==> config.mk <==
export PLATFORM = sky130hd
export DESIGN_NAME = ex_muldiv
export DESIGN_NICKNAME = d
export VERILOG_FILES = /design/src/rtl/ex_muldiv.sv
export SDC_FILE = /design/constraint.sdc
export NUM_CORES = 1
export LEC_CHECK = 0
export BUFFER_PORTS_ARGS = -buffer_cell sky130_fd_sc_hd__buf_2
export CORE_MARGIN = 1.5
export CORE_UTILIZATION = 50
export DETAILED_ROUTE_END_ITERATION = 10
export PLACE_DENSITY_LB_ADDON = 0.15
export SYNTH_ARGS = -nofsm -noshare
export SYNTH_HDL_FRONTEND = slang
export SYNTH_SLANG_ARGS = --single-unit
==> constraint.sdc <==
create_clock -name clk_i -period 9.8 [get_ports clk_i]
set_input_delay 0.98 -clock clk_i [delete_from_list [all_inputs] [get_ports clk_i]]
set_output_delay 0.98 -clock clk_i [all_outputs]
set_load 0.02 [all_outputs]
==> src/rtl/ex_muldiv.sv <==
// Iterative 32x32 multiply/divide unit for the EX stage.
// A multiply is a 32-step shift-add on unsigned magnitudes. A divide is a
// 32-step restoring division. A final FIX cycle restores the signs and loads
// HI/LO. A divide by zero is resolved in one DIVZ cycle.
module ex_muldiv (
    input  logic        clk_i,
    input  logic        rst_i,
    input  logic        start_i,
    input  logic [1:0]  op_i,
    input  logic [31:0] rsdata_i,
    input  logic [31:0] rtdata_i,
    input  logic        flush_i,
    output logic [31:0] hi_o,
    output logic [31:0] lo_o,
    output logic        busy_o,
    output logic        done_o
);

    typedef enum logic [1:0] {IDLE, CALC, FIX, DIVZ} state_t;

    state_t      state_q;
    logic        is_div_q;     // op[1]: 1 = DIV/DIVU
    logic        sa_q;         // operand A was negative (signed ops only)
    logic        sb_q;         // operand B was negative (signed ops only)
    logic [31:0] a_q;          // |A|; shifts left into the quotient on divide
    logic [31:0] b_q;          // |B|; shifts right as the multiplier on multiply
    logic [63:0] acc_q;        // product accumulator / partial remainder in [32:0]
    logic [5:0]  cnt_q;
    logic [31:0] hi_q;
    logic [31:0] lo_q;
    logic        done_q;

    // Operand capture: take magnitudes for signed ops so the core works unsigned.
    logic        signed_op;
    logic        sa_d;
    logic        sb_d;
    logic [31:0] a_d;
    logic [31:0] b_d;

    // One iteration of each algorithm, plus the sign-corrected results.
    logic [32:0] mul_sum;
    logic [63:0] mul_acc_d;
    logic [32:0] div_sh;
    logic [33:0] div_trial;
    logic        div_ok;
    logic [32:0] div_rem_d;
    logic [31:0] div_quo_d;
    logic [63:0] fix_prod;
    logic [31:0] fix_quo;
    logic [31:0] fix_rem;
    logic [31:0] fix_hi;
    logic [31:0] fix_lo;
    logic [31:0] divz_hi;

    // Launch decode: sign flags and absolute operand values.
    always_comb begin
        signed_op = ~op_i[0];
        sa_d      = signed_op & rsdata_i[31];
        sb_d      = signed_op & rtdata_i[31];
        a_d       = sa_d ? (32'd0 - rsdata_i) : rsdata_i;
        b_d       = sb_d ? (32'd0 - rtdata_i) : rtdata_i;
    end

    // Datapath: one shift-add / restoring step and the FIX-stage sign fix-up.
    always_comb begin
        // Shift-add: add |A| into the upper half when the multiplier LSB is set,
        // then shift the whole accumulator right by one.
        mul_sum   = {1'b0, acc_q[63:32]} + {1'b0, (b_q[0] ? a_q : 32'd0)};
        mul_acc_d = {mul_sum, acc_q[31:1]};

        // Restoring step: bring in the next dividend bit (MSB first), trial-subtract.
        div_sh    = {acc_q[31:0], a_q[31]};
        div_trial = {1'b0, div_sh} - {2'b00, b_q};
        div_ok    = ~div_trial[33];
        div_rem_d = div_ok ? div_trial[32:0] : div_sh;
        div_quo_d = {a_q[30:0], div_ok};

        // Sign correction; flags are zero for unsigned ops so they pass through.
        fix_prod  = (sa_q ^ sb_q) ? (64'd0 - acc_q) : acc_q;
        fix_quo   = (sa_q ^ sb_q) ? (32'd0 - a_q) : a_q;
        fix_rem   = sa_q ? (32'd0 - acc_q[31:0]) : acc_q[31:0];
        fix_hi    = is_div_q ? fix_rem : fix_prod[63:32];
        fix_lo    = is_div_q ? fix_quo : fix_prod[31:0];

        // A divide by zero reports the original dividend, so undo the abs().
        divz_hi   = sa_q ? (32'd0 - a_q) : a_q;
    end

    // Control FSM with the iterative datapath and registered HI/LO/done.
    always_ff @(posedge clk_i or posedge rst_i) begin
        if (rst_i) begin
            state_q  <= IDLE;
            is_div_q <= 1'b0;
            sa_q     <= 1'b0;
            sb_q     <= 1'b0;
            a_q      <= 32'd0;
            b_q      <= 32'd0;
            acc_q    <= 64'd0;
            cnt_q    <= 6'd0;
            hi_q     <= 32'd0;
            lo_q     <= 32'd0;
            done_q   <= 1'b0;
        end else begin
            done_q <= 1'b0;
            if (flush_i) begin
                // Squash wins over launch and over completion; HI/LO untouched.
                state_q <= IDLE;
            end else begin
                case (state_q)
                    IDLE: begin
                        if (start_i) begin
                            is_div_q <= op_i[1];
                            sa_q     <= sa_d;
                            sb_q     <= sb_d;
                            a_q      <= a_d;
                            b_q      <= b_d;
                            acc_q    <= 64'd0;
                            cnt_q    <= 6'd0;
                            state_q  <= (op_i[1] && (rtdata_i == 32'd0)) ? DIVZ : CALC;
                        end
                    end
                    CALC: begin
                        if (is_div_q) begin
                            acc_q <= {31'd0, div_rem_d};
                            a_q   <= div_quo_d;
                        end else begin
                            acc_q <= mul_acc_d;
                            b_q   <= {1'b0, b_q[31:1]};
                        end
                        cnt_q <= cnt_q + 6'd1;
                        if (cnt_q == 6'd31) begin
                            state_q <= FIX;
                        end
                    end
                    FIX: begin
                        hi_q    <= fix_hi;
                        lo_q    <= fix_lo;
                        done_q  <= 1'b1;
                        state_q <= IDLE;
                    end
                    DIVZ: begin
                        hi_q    <= divz_hi;
                        lo_q    <= 32'hFFFF_FFFF;
                        done_q  <= 1'b1;
                        state_q <= IDLE;
                    end
                    default: state_q <= IDLE;
                endcase
            end
        end
    end

    assign busy_o = (state_q != IDLE);
    assign hi_o   = hi_q;
    assign lo_o   = lo_q;
    assign done_o = done_q;

endmodule

==> impl_results.md <==
- Status: finished clean
- Register area share after synthesis: 29.6%
- Max H-tree Level: 1
- Wire per inst: 20.7 um
- PD cells: between 300 and 400 mW/mm^2
- Setup bufs post-CTS: 0
- Vias per cell: between 6 and 7
- CP required: a little over 10 ns
- Syn nets: 2332
- Setup TNS: 0 ns
- Rel. slew slack: 26.3%
- FMAX: 250 MHz
- Vias in the first global route: 15710
- DR WL met3: between 4000 and 5000 um
- Critical path endpoint category: flop
- Residual DRC: 0
- Synth unique cells: 82
- Final Cycle Share: roughly 41%
- XOR/XNOR Fraction of Synth Area: 12.1%
- Die Y: 189 um
- RSZ-0062 raised after global routing: false
- Final hold violations: 0
- Die X: 189 um
- Compound-Gate Fraction of Synth Area: roughly 26%
- Syn Inst Count: around 2200
- Synthesis-to-layout area growth: 9.28%
- Clock latency on the worst-skew pair: 0.55 ns
- Maximum clock path buffer count: 3
- Vias: around 17000
- Total CTS buffers: 25
- VDD IR max: 195 uV
- Drt initial violations: 1502
- Rows: 67
- TritonCTS clock tree: yes
- Most frequent cells in the layout: nand2_1, o21ai_0, dfrtp_1
- Diodes inserted: 0
- Max-slew violations: 0
- Reg2Reg Depth: 13
- Initial Util: 51.1%
- Drt total wl: around 55000 um
- Post-synthesis async set-or-reset flop share: 100%
- Tightest Hold Check Type: in -> async
- Crit path arrival time: between 4 and 5 ns
- Main combinational cell family by area after synthesis: compound AO/OA/AOI/OAI gates
- Share of post-route cells with drive strength above 1: between 10% and 20%
- Port buffer count: around 140
- Gpl congestion: 0.923
- Reg-to-Reg End: acc_q[61]
- Clk slew on worst S/H paths: roughly 0.06 ns
- Metal2 WL: 23300 um
- Hold_ws: 0.463 ns
- Yosys warns: 0
- Final setup fails: 0
- Worst slew pin tran: 1.10 ns
- Dominant synthesized flop cell: dfrtp_1
- Synthesized area: ~0.017 mm^2
- FF+latch area: 0.00511 mm^2
- Post-synthesis average cell area: 7.88 um^2
- Crit Path Class: reg -> reg
- Commonest non-fill, non-tap cell in the layout: nand2_1
- Initial antenna violation count: 1
- Number of synthesized flops with an enable pin: 0
- Max_cap viols: 0
- First-pass GRT wire length: 88400 um
- M1 wire length: 25500 um
- GRT Total Usage: a little under a third
- Multi-input gate area: 0.0113 mm^2
- CTS resizes: 0
- Total Power: 6.14 mW
- Mux cell area share after synthesis: 0.747%
- Post-Synth Simple-Gate Area: 21.1%
- Worst R2R Setup Slack: 5.80 ns
- 1st-pass router iterations: 5
- Die area: between 0.03 and 0.04 mm^2
- Top routing layer in use: met5
- CTS root buf: clkbuf_16
- Largest net degree at the start of global routing: 80
- Routed Antenna Nets: 0
- Hold buffers post-CTS: 0
- I/O pin count: 136
- Tmin final: roughly 4.0 ns
- Register bit count reported by yosys: 204
- Setup Skew: around 0.026 ns
- Adder-cell share of the synthesized area: 5.31%
- Core area: 0.0338 mm^2
- Launch point of the worst reg-to-reg path: b_q[0]
- Leak: approximately 8.5 nW
- HPWL after DPL: 40300 um
- CP Launch Type: flop
- Post-layout util: 55.8%
- Max Fanout on Critical Path: 34
- Filler cells: 3225
- Nets: 2341
- Clk sinks: 204
- Global route total overflow: 0
cells in the mapped netlist (12+ instances only):
cell	instances	area, um^2
nor2_1	130	488
nand3_1	99	495
buf_1	16	60.1
a21oi_1	156	781
o21a_1	13	97.6
o31ai_1	52	390
nor2b_1	12	75.1
or3_1	29	181
o22ai_1	15	93.8
a21o_1	37	278
nand2_1	240	901
and3_1	15	93.8
a22oi_1	38	285
ha_1	70	876
dfrtp_1	204	5100
nand2b_1	30	188
nor4_1	14	87.6
clkbuf_1	142	533
xor2_1	119	1040
nor3_1	42	210
xnor2_1	120	1050
inv_1	65	244
o21ai_0	236	1180
and2_1	32	200
o211ai_1	33	248
or4_1	12	90.1
a31oi_1	25	156
layout make-up:
cell class / count / share of cell area [%]
Multi-Input combinational cell: 1748 / 59.8
Sequential cell: 204 / 27.1
Timing Repair Buffer: 155 / 4.38
Clock buffer: 36 / 3.86
Tap cell: 448 / 2.97
Inverter: 65 / 1.33
Clock inverter: 9 / 0.571
power by group:
part           internal [mW]  switching [mW]  total, mW
registers               1.03           0.532       1.56
logic                   1.39            2.24       3.63
clock network          0.567           0.388      0.955
total                   2.99            3.16       6.14
critical path, stage by stage (launching register included):
cell and delay (ns):
dfrtp_1 1.01, and2_1 0.24, ha_1 0.20, inv_1 0.07
fa_1 0.40, nor2b_1 0.16, o2111a_1 0.22, o31ai_1 0.11
a211oi_1 0.45, o211ai_1 0.14, nand3_1 0.21, o31ai_1 0.13
and4b_1 0.20, a2111o_1 0.29
through the flow:
| stage | std cells | worst slack [ns] | instance area [um^2] |
|---|---|---|---|
| 2_1_floorplan | 2190 | 3.25 | 17300 |
| 3_3_place_gp | 2620 | 5.99 | 18000 |
| 3_5_place_dp | 2620 | 5.91 | 18000 |
| 4_1_cts | 2665 | 5.87 | 18900 |
| 5_1_grt | 2665 | 5.53 | 18900 |
| 6_report | 2665 | 5.80 | 18900 |
layer usage:
| metal | up-vias | global-route usage (%) |
|---|---|---|
| li1 | 7877 | - |
| met1 | 7961 | 45.8 |
| met2 | 701 | 46.4 |
| met3 | 105 | 4.56 |
| met4 | 2 | 9.62 |
| met5 | - | 0 |
worst max path at each step:
stage | endpoint | startpoint | slack, ns | cells past startpoint
floorplan | a_q[0] | rst_i | 3.25 | 1
global placement | acc_q[61] | b_q[0] | 5.99 | 13
detailed placement | acc_q[61] | b_q[0] | 5.91 | 13
CTS | acc_q[61] | b_q[0] | 5.87 | 13
global route | acc_q[61] | b_q[0] | 5.53 | 13
finish | acc_q[61] | b_q[0] | 5.80 | 13
registers in the layout, summed over array words and instances (netlist names):
name and flops:
sb_q 1, sa_q 1, hi_o 32, b_q 32, is_div_q 1, acc_q 64, state_q 2, a_q 32
cnt_q 6, lo_o 32, done_o 1
kinds of logic (layout without fill, tap and decap cells):
| logic type | Yosys count | after routing |
|---|---|---|
| flip-flops | 204 | 204 |
| AND/OR/NAND/NOR | 721 | 721 |
| buffers and inverters | 238 | 265 |
| adder cells (fa/ha/maj) | 72 | 72 |
| XOR/XNOR | 239 | 239 |
| AO/OA/AOI/OAI | 705 | 705 |
| multiplexers | 11 | 11 |
Power figures use the tool's default switching activity.
